<file path="src/rtl/imem_program_loader.sv">
// Packs streamed instruction fields into 16-bit words and writes them to imem from address 0.
// Optional macro IMEM_HALT_FILL_EN: after HALT, pad the rest of memory with HALT words.
module imem_program_loader #(
  parameter int ADDR_W   = 8,
  parameter int HOLD_CPU = 1
) (
  input  logic              clk,
  input  logic              rst,
  input  logic              start,
  input  logic              in_valid,
  output logic              in_ready,
  input  logic [3:0]        in_opcode,
  input  logic [3:0]        in_rd,
  input  logic [3:0]        in_rs1,
  input  logic [3:0]        in_rs2_imm,
  output logic              imem_we,
  output logic [ADDR_W-1:0] imem_addr,
  output logic [15:0]       imem_wdata,
  output logic [ADDR_W:0]   word_count,
  output logic              busy,
  output logic              done,
  output logic              error,
  output logic              cpu_hold
);

  localparam logic [3:0]        OP_HALT   = 4'hF;
  localparam logic [15:0]       HALT_WORD = {OP_HALT, 12'h000};
  localparam logic [ADDR_W-1:0] LAST      = '1;

  typedef struct packed {
    logic [3:0] opcode;
    logic [3:0] rd;
    logic [3:0] rs1;
    logic [3:0] rs2_imm;
  } instr_t;

`ifdef IMEM_HALT_FILL_EN
  typedef enum logic [2:0] {S_IDLE, S_LOAD, S_FILL, S_DONE, S_ERR} state_t;
`else
  typedef enum logic [2:0] {S_IDLE, S_LOAD, S_DONE, S_ERR} state_t;
`endif

  state_t state;
  instr_t beat;
  logic   halt_pend;

  assign beat      = '{opcode: in_opcode, rd: in_rd, rs1: in_rs1, rs2_imm: in_rs2_imm};
  // The pending word's own opcode tells us whether the session ends after this write.
  assign halt_pend = (imem_wdata[15:12] == OP_HALT);
  assign cpu_hold  = (HOLD_CPU != 0) ? busy : 1'b0;

  always_ff @(posedge clk or posedge rst) begin
    if (rst) begin
      state      <= S_IDLE;
      in_ready   <= 1'b0;
      imem_we    <= 1'b0;
      imem_addr  <= '0;
      imem_wdata <= '0;
      word_count <= '0;
      busy       <= 1'b0;
      done       <= 1'b0;
      error      <= 1'b0;
    end else begin
      case (state)
        S_IDLE, S_DONE, S_ERR: begin
          if (start) begin
            state      <= S_LOAD;
            in_ready   <= 1'b1;
            busy       <= 1'b1;
            imem_addr  <= '0;
            word_count <= '0;
            done       <= 1'b0;
            error      <= 1'b0;
          end
        end
        S_LOAD: begin
          if (imem_we) begin
            // Write strobe is on the bus this cycle; decide what follows it.
            imem_we <= 1'b0;
            if (halt_pend) begin
`ifdef IMEM_HALT_FILL_EN
              if (imem_addr != LAST) begin
                state      <= S_FILL;
                imem_we    <= 1'b1;
                imem_addr  <= imem_addr + 1'b1;
                imem_wdata <= HALT_WORD;
              end else
`endif
              begin
                state <= S_DONE;
                busy  <= 1'b0;
                done  <= 1'b1;
              end
            end else if (imem_addr == LAST) begin
              state <= S_ERR;
              busy  <= 1'b0;
              error <= 1'b1;
            end else begin
              imem_addr <= imem_addr + 1'b1;
              in_ready  <= 1'b1;
            end
          end else if (in_valid && in_ready) begin
            imem_we    <= 1'b1;
            in_ready   <= 1'b0;
            imem_wdata <= (beat.opcode == OP_HALT) ? HALT_WORD : beat;
            word_count <= word_count + 1'b1;
          end
        end
`ifdef IMEM_HALT_FILL_EN
        S_FILL: begin
          // One pad word per cycle; strobe stays high until the top address is written.
          if (imem_addr == LAST) begin
            state   <= S_DONE;
            imem_we <= 1'b0;
            busy    <= 1'b0;
            done    <= 1'b1;
          end else begin
            imem_addr <= imem_addr + 1'b1;
          end
        end
`endif
        default: state <= S_IDLE;
      endcase
    end
  end

endmodule

</file>
<file path="config.mk">
export PLATFORM = sky130hd
export DESIGN_NAME = imem_program_loader
export DESIGN_NICKNAME = d
export VERILOG_FILES = /design/src/rtl/imem_program_loader.sv
export SDC_FILE = /design/constraint.sdc
export NUM_CORES = 1
export LEC_CHECK = 0
export CORE_MARGIN = 2
export CORE_UTILIZATION = 41
export CTS_CLUSTER_DIAMETER = 80
export DETAILED_ROUTE_END_ITERATION = 8
export PLACE_DENSITY = 0.75
export SYNTH_ARGS = -nofsm -noshare
export SYNTH_HDL_FRONTEND = slang
export SYNTH_SLANG_ARGS = --single-unit
export TNS_END_PERCENT = 50
</file>
<file path="constraint.sdc">
create_clock -name clk -period 1.6 [get_ports clk]
set_clock_uncertainty 0.1 [all_clocks]
set_input_delay 0.24 -clock clk [delete_from_list [all_inputs] [get_ports clk]]
set_output_delay 0.24 -clock clk [all_outputs]
set_load 0.005 [all_outputs]
</file>
==> metrics.txt, run 1 <==
status finished with violations; failing checks negative setup slack; Slew Viols, Final 0; pin count of the biggest net entering global routing 41; Int Power 2.99 mW; Port Buffers 58; layout net count 309; core box area 4290 sq um; Tcrit/Tclk final 1.01; ys async rst share 1.00; first-pass GRT wire length 7290 um; clk slew on worst S/H paths 80 ps; total global routing overflow 0; Synth Flop Type dfrtp_1; register area share after synthesis 0.552; relative slew slack 0.842; wire per inst 13.7 um; post-route antenna net violation count 0; MaxCap Viol Count 0; Initial Util 0.422; CTS tree yes; H-tree levels 2; Placement Setup Slack -233 ps; die area 4970 sq um; Worst Hold Class in2async; Ys Warns 0; die extent in x 70.5 um; layout cell share with drive strength beyond 1 0.271; TritonCTS Sinks 40; post-route cell area 3040 sq um; final core occ 0.708; initial antenna violation count 0; Setup crit end imem_addr[5]$_DFFE_PP0P_; syn_nets 212; Worst-Skew Late Latency 290 ps; GRT Util Overall 0.183; Root Buffer clkbuf_8; vias in the first global route 1,663; hold_buf cts 0; Placer Congestion 0.745; CP endpoint kind register; RR Endpoint imem_addr[5]$_DFFE_PP0P_; Initial DRC Count 74; Avg Inst Size Synth 9.54 sq um; area grow syn2layout 67.6%; Num CTS Buffers 5; cells after synthesis 190; crit path DAT 1740 ps; Worst Path Required 1730 ps; post-layout min period 1610 ps; Worst R2R Start state[1]$_DFFE_PP0P_; count of cell types in the netlist 30; Combinational Power Share 0.439; Seq pwr share 0.372; Psw 1.37 mW; clock group share of total power 0.189; dpl hpwl 3120 um; maximum net fanout on the critical path 4; reg2reg setup slack -10 ps; n_diodes 0; switching part of the total power 0.314; die outline height 70.5 um; Top Ports 59; final worst slack -12.3 ps; Routed Wire Length 4670 um; Mapped Area 1810 sq um; drt drc 0; FF+latch count, synth 40; clk buf depth 2; Via Count 1,739; Worst Reg-to-Reg Cells 4; VDD IR max 0.830 mV; fmax 620 MHz; First-pass DRT Iterations 4; worst setup path category reg2reg; Power, Total 4.36 mW; P_leak 1.42 nW; Placed Instance Area 2700 sq um; Critical Path Start state[1]$_DFFE_PP0P_; Critical Path Source Type register; EDFF count, synth 0; Final Hold Vio Count 0; power per cell area 1430 nW/um^2; RSZ-0062 raised after global routing true; DR vias/cell 5.11; Slew @ Worst Pin 234 ps; final setup vio count 3; Core Rows 24
routing by layer:
layer | share of wire | up-vias | routed length, um | GRT usage
met1 | 0.43 | 828 | 2000 | 0.222
met3 | 0.068 | 6 | 316 | 0.0606
met5 | 0 | - | 0 | 0
met2 | 0.49 | 45 | 2300 | 0.305
li1 | - | 860 | - | -
met4 | 0.012 | 0 | 55 | 0.0641
critical path, cell delays in order, from the launching register on:
cell      delay (ps)
dfrtp_1          430
and3b_2          270
o211ai_2         120
or4_1            500
a21oi_2          120
layout by cell type (no fill, tap or decap), types with 2 or more instances in the layout:
master / n
a21oi_1: 2
nand2_1: 45
dlymetal6s2s_1: 2
o211ai_1: 5
o21ai_0: 6
nand2_4: 2
and4_1: 3
nand2_2: 2
inv_1: 6
nand3_1: 7
nand3_2: 12
dfrtp_1: 39
o31ai_2: 2
ha_2: 2
or4_1: 4
nand3_4: 2
dlygate4sd2_1: 11
nand4_1: 5
clkbuf_8: 5
nor2_1: 10
clkdlybuf4s50_1: 45
clkbuf_16: 2
o31ai_1: 6
a21oi_2: 2
buf_12: 3
nand2b_1: 2
buf_4: 30
buf_6: 5
xor2_1: 3
synth_stat cells (2+ instances only):
cell	instances	area, sq um
a21oi_1	4	20.0
nand2b_1	2	12.5
dfrtp_1	40	1000
and2_1	2	12.5
nand2_1	49	184
ha_1	2	25.0
nor2_1	10	37.5
nand4_1	5	31.3
xor2_1	3	26.3
buf_2	3	15.0
clkbuf_1	4	15.0
nand3_1	20	100
o21ai_0	7	35.0
or4_1	5	37.5
o31ai_1	8	60.1
o211ai_1	5	37.5
inv_1	6	22.5
and4_1	3	26.3
logic make-up after synthesis:
group	share of synthesized area
and+or+nand+nor	0.278
xor gates and xnor gates	0.0193
DFF	0.552
adders and majority gates	0.0138
AOI/OAI and AO/OA	0.104
buffers and inverters	0.0331
layout make-up:
cell class                      instances  area [sq um]
Sequential cell                        40          1000
Tap cell                               52          65.1
Fill cell                             330          1250
Timing Repair Buffer                   98           963
Clock buffer                            5          68.8
Inverter                                6          22.5
Clock inverter                          3          42.5
Multi-Input combinational cell        136           875
per-stage QoR:
stage	setup TNS [ps]	hold slack, ps	std cells
floorplan	-46.8	236	190
global placement	-3210	349	323
detailed placement	-3830	358	323
CTS	-76.2	200	335
global route	-1050	220	340
finish	-21.3	191	340
worst min path at each step:
stage,startpoint,to,depth (start not counted)
floorplan,start,state[1]$_DFFE_PP0P_,1
global placement,imem_wdata[10]$_DFFE_PP0P_,imem_wdata[10]$_DFFE_PP0P_,2
detailed placement,imem_wdata[9]$_DFFE_PP0P_,imem_wdata[9]$_DFFE_PP0P_,2
CTS,rst,imem_addr[0]$_DFFE_PP0P_,3
global route,rst,imem_wdata[14]$_DFFE_PP0P_,3
finish,rst,imem_wdata[14]$_DFFE_PP0P_,3
state kept, by name, summed over array words and instances, names as in the netlist:
| signal | cells |
|---|---|
| done | 1 |
| imem_we | 1 |
| error | 1 |
| imem_wdata | 16 |
| in_ready | 1 |
| imem_addr | 8 |
| busy | 1 |
| word_count | 9 |
| state | 2 |
what timing repair did:
action / CTS / global route
pin swaps: 8 / 27
setup buffers: 4 / 2
hold endpoints to repair: 0 / 0
endpoints found under the setup margin: 16 / 26
gates resized for setup: 16 / 30
cloned: 0 / 3
power by group through the flow:
stage               sequential, mW  clock, mW  combinational (mW)
finish                        1.62      0.823                1.92
CTS                           1.61      0.842                1.78
global placement              1.63          0                1.73
floorplan                     1.71          0               0.516
global route                  1.67      0.882                2.13
detailed placement            1.64          0                1.77
No activity file was read; power rests on OpenSTA's default activity.
==> run 2: changes to the inputs <==
--- a/config.mk
+++ b/config.mk
@@ -5,7 +5,6 @@
 export SDC_FILE = /design/constraint.sdc
 export NUM_CORES = 1
 export LEC_CHECK = 0
-export CORE_MARGIN = 2
 export CORE_UTILIZATION = 41
 export CTS_CLUSTER_DIAMETER = 80
 export DETAILED_ROUTE_END_ITERATION = 8
==> metrics.txt, run 2 (same netlist as run 1, synthesis figures left out) <==
status finished with violations; failing checks negative setup slack; Worst Path Required 1730 ps; leading cell type in the layout, fill and taps excluded nand2_1; core box area 4120 sq um; Placement Setup Slack -260 ps; Top Ports 59; die extent in x 68.5 um; Critical Path Source Type register; Root Buffer clkbuf_8; pin count of the biggest net entering global routing 41; total global routing overflow 0; Worst Hold Class in2async; DR vias/cell 5.15; post-layout min period 1610 ps; initial antenna violation count 0; die area 4690 sq um; Largest register FFs 16; VDD IR max 0.975 mV; P_leak 1.48 nW; layout cell share with drive strength beyond 1 0.221; multi-input gate area in the final layout 800 sq um; H-tree levels 2; die outline height 68.5 um; Routed Wire Length 4670 um; Seq pwr share 0.380; TritonCTS Sinks 40; first-pass GRT wire length 7330 um; area grow syn2layout 62.7%; Num CTS Buffers 5; Slew Viols, Final 0; Placer Congestion 0.779; MaxCap Viol Count 0; power per cell area 1460 nW/um^2; clk slew on worst S/H paths 80 ps; Psw 1.32 mW; dpl hpwl 3170 um; wire per inst 13.8 um; RSZ-0062 raised after global routing true; worst setup path category reg2reg; clk buf depth 2; final setup vio count 1; relative slew slack 0.810; post-route antenna net violation count 0; Core Rows 23; clock group share of total power 0.209; n_diodes 0; Int Power 2.99 mW; GRT Util Overall 0.214; Power, Total 4.31 mW; Initial Util 0.441; CP endpoint kind register; layout net count 310; fmax 622 MHz; Slew @ Worst Pin 283 ps; Worst-Skew Late Latency 290 ps; Initial DRC Count 118; vias in the first global route 1,595; CTS tree yes; Tcrit/Tclk final 1.00; most frequent cells in the layout nand2_1, clkdlybuf4s50_1, dfrtp_1, buf_4, nand3_1; switching part of the total power 0.306; Via Count 1,746; First-pass DRT Iterations 4; maximum net fanout on the critical path 6; Combinational Power Share 0.411; Biggest register imem_wdata; crit path DAT 1730 ps; Top Registers imem_wdata x16, word_count x9, imem_addr x8; Final Hold Vio Count 0; final worst slack -6.88 ps; Sequential Area 1000 sq um; Port Buffers 58; drt drc 0; fillers 338
==> run 2: worst max-delay path, stage by stage (launching register included) <==
cell and delay (ps):
dfrtp_1 430, nor3b_4 270, nand3_4 120, or4_4 490, a21oi_2 130
==> run 2: layer usage <==
metal,up-vias,wire [um],share of wire,track usage
met1,833,2080,0.44,0.289
met5,-,0,0,0
met2,50,2280,0.49,0.328
li1,857,-,-,-
met4,0,53,0.011,0.0599
met3,6,264,0.056,0.0691
==> run 2: worst paths after layout <==
check / start / endpoint / slack (ps) / depth (start not counted)
hold / removal: rst / imem_wdata[13]$_DFFE_PP0P_ / 190 / 3
setup reg to reg: imem_we$_DFFE_PP0P_ / word_count[8]$_DFFE_PP0P_ / -7 / 4
max in group asynchronous: rst / word_count[3]$_DFFE_PP0P_ / 990 / 3
hold reg to reg: imem_wdata[2]$_DFFE_PP0P_ / imem_wdata[2]$_DFFE_PP0P_ / 370 / 2
min in group clk: imem_wdata[2]$_DFFE_PP0P_ / imem_wdata[2]$_DFFE_PP0P_ / 370 / 2
setup / recovery: imem_we$_DFFE_PP0P_ / word_count[8]$_DFFE_PP0P_ / -7 / 4
==> run 2: layout make-up <==
type,count,area share
Timing Repair Buffer,99,0.317
Sequential cell,40,0.340
Tap cell,50,0.0212
Clock buffer,7,0.0327
Multi-Input combinational cell,136,0.271
Clock inverter,1,0.0102
Inverter,6,0.00764
==> run 2: stage by stage <==
step           cell area, sq um  utilization  hold WS [ps]  std cells  setup TNS [ps]
3_3_place_gp               2710        0.658           349        324           -3140
5_1_grt                    2950        0.717           229        339            -522
2_1_floorplan              1820            -           236        190           -46.8
3_5_place_dp               2710        0.658           354        324           -3860
4_1_cts                    2850        0.692           202        334           -63.8
6_report                   2950        0.717           188        339           -6.88
==> run 2: power groups by stage <==
stage	combinational (mW)	clock, mW	sequential, mW
2_1_floorplan	0.516	0	1.71
3_3_place_gp	1.72	0	1.63
3_5_place_dp	1.77	0	1.65
4_1_cts	1.77	0.915	1.64
5_1_grt	1.97	0.967	1.70
6_report	1.77	0.901	1.64
==> run 2: repair_timing <==
action	CTS	global route
setup buffers	2	5
resized for setup	13	18
pin swaps	3	10
setup endpoints to repair	15	25
hold buffers	0	0
gates cloned	0	0
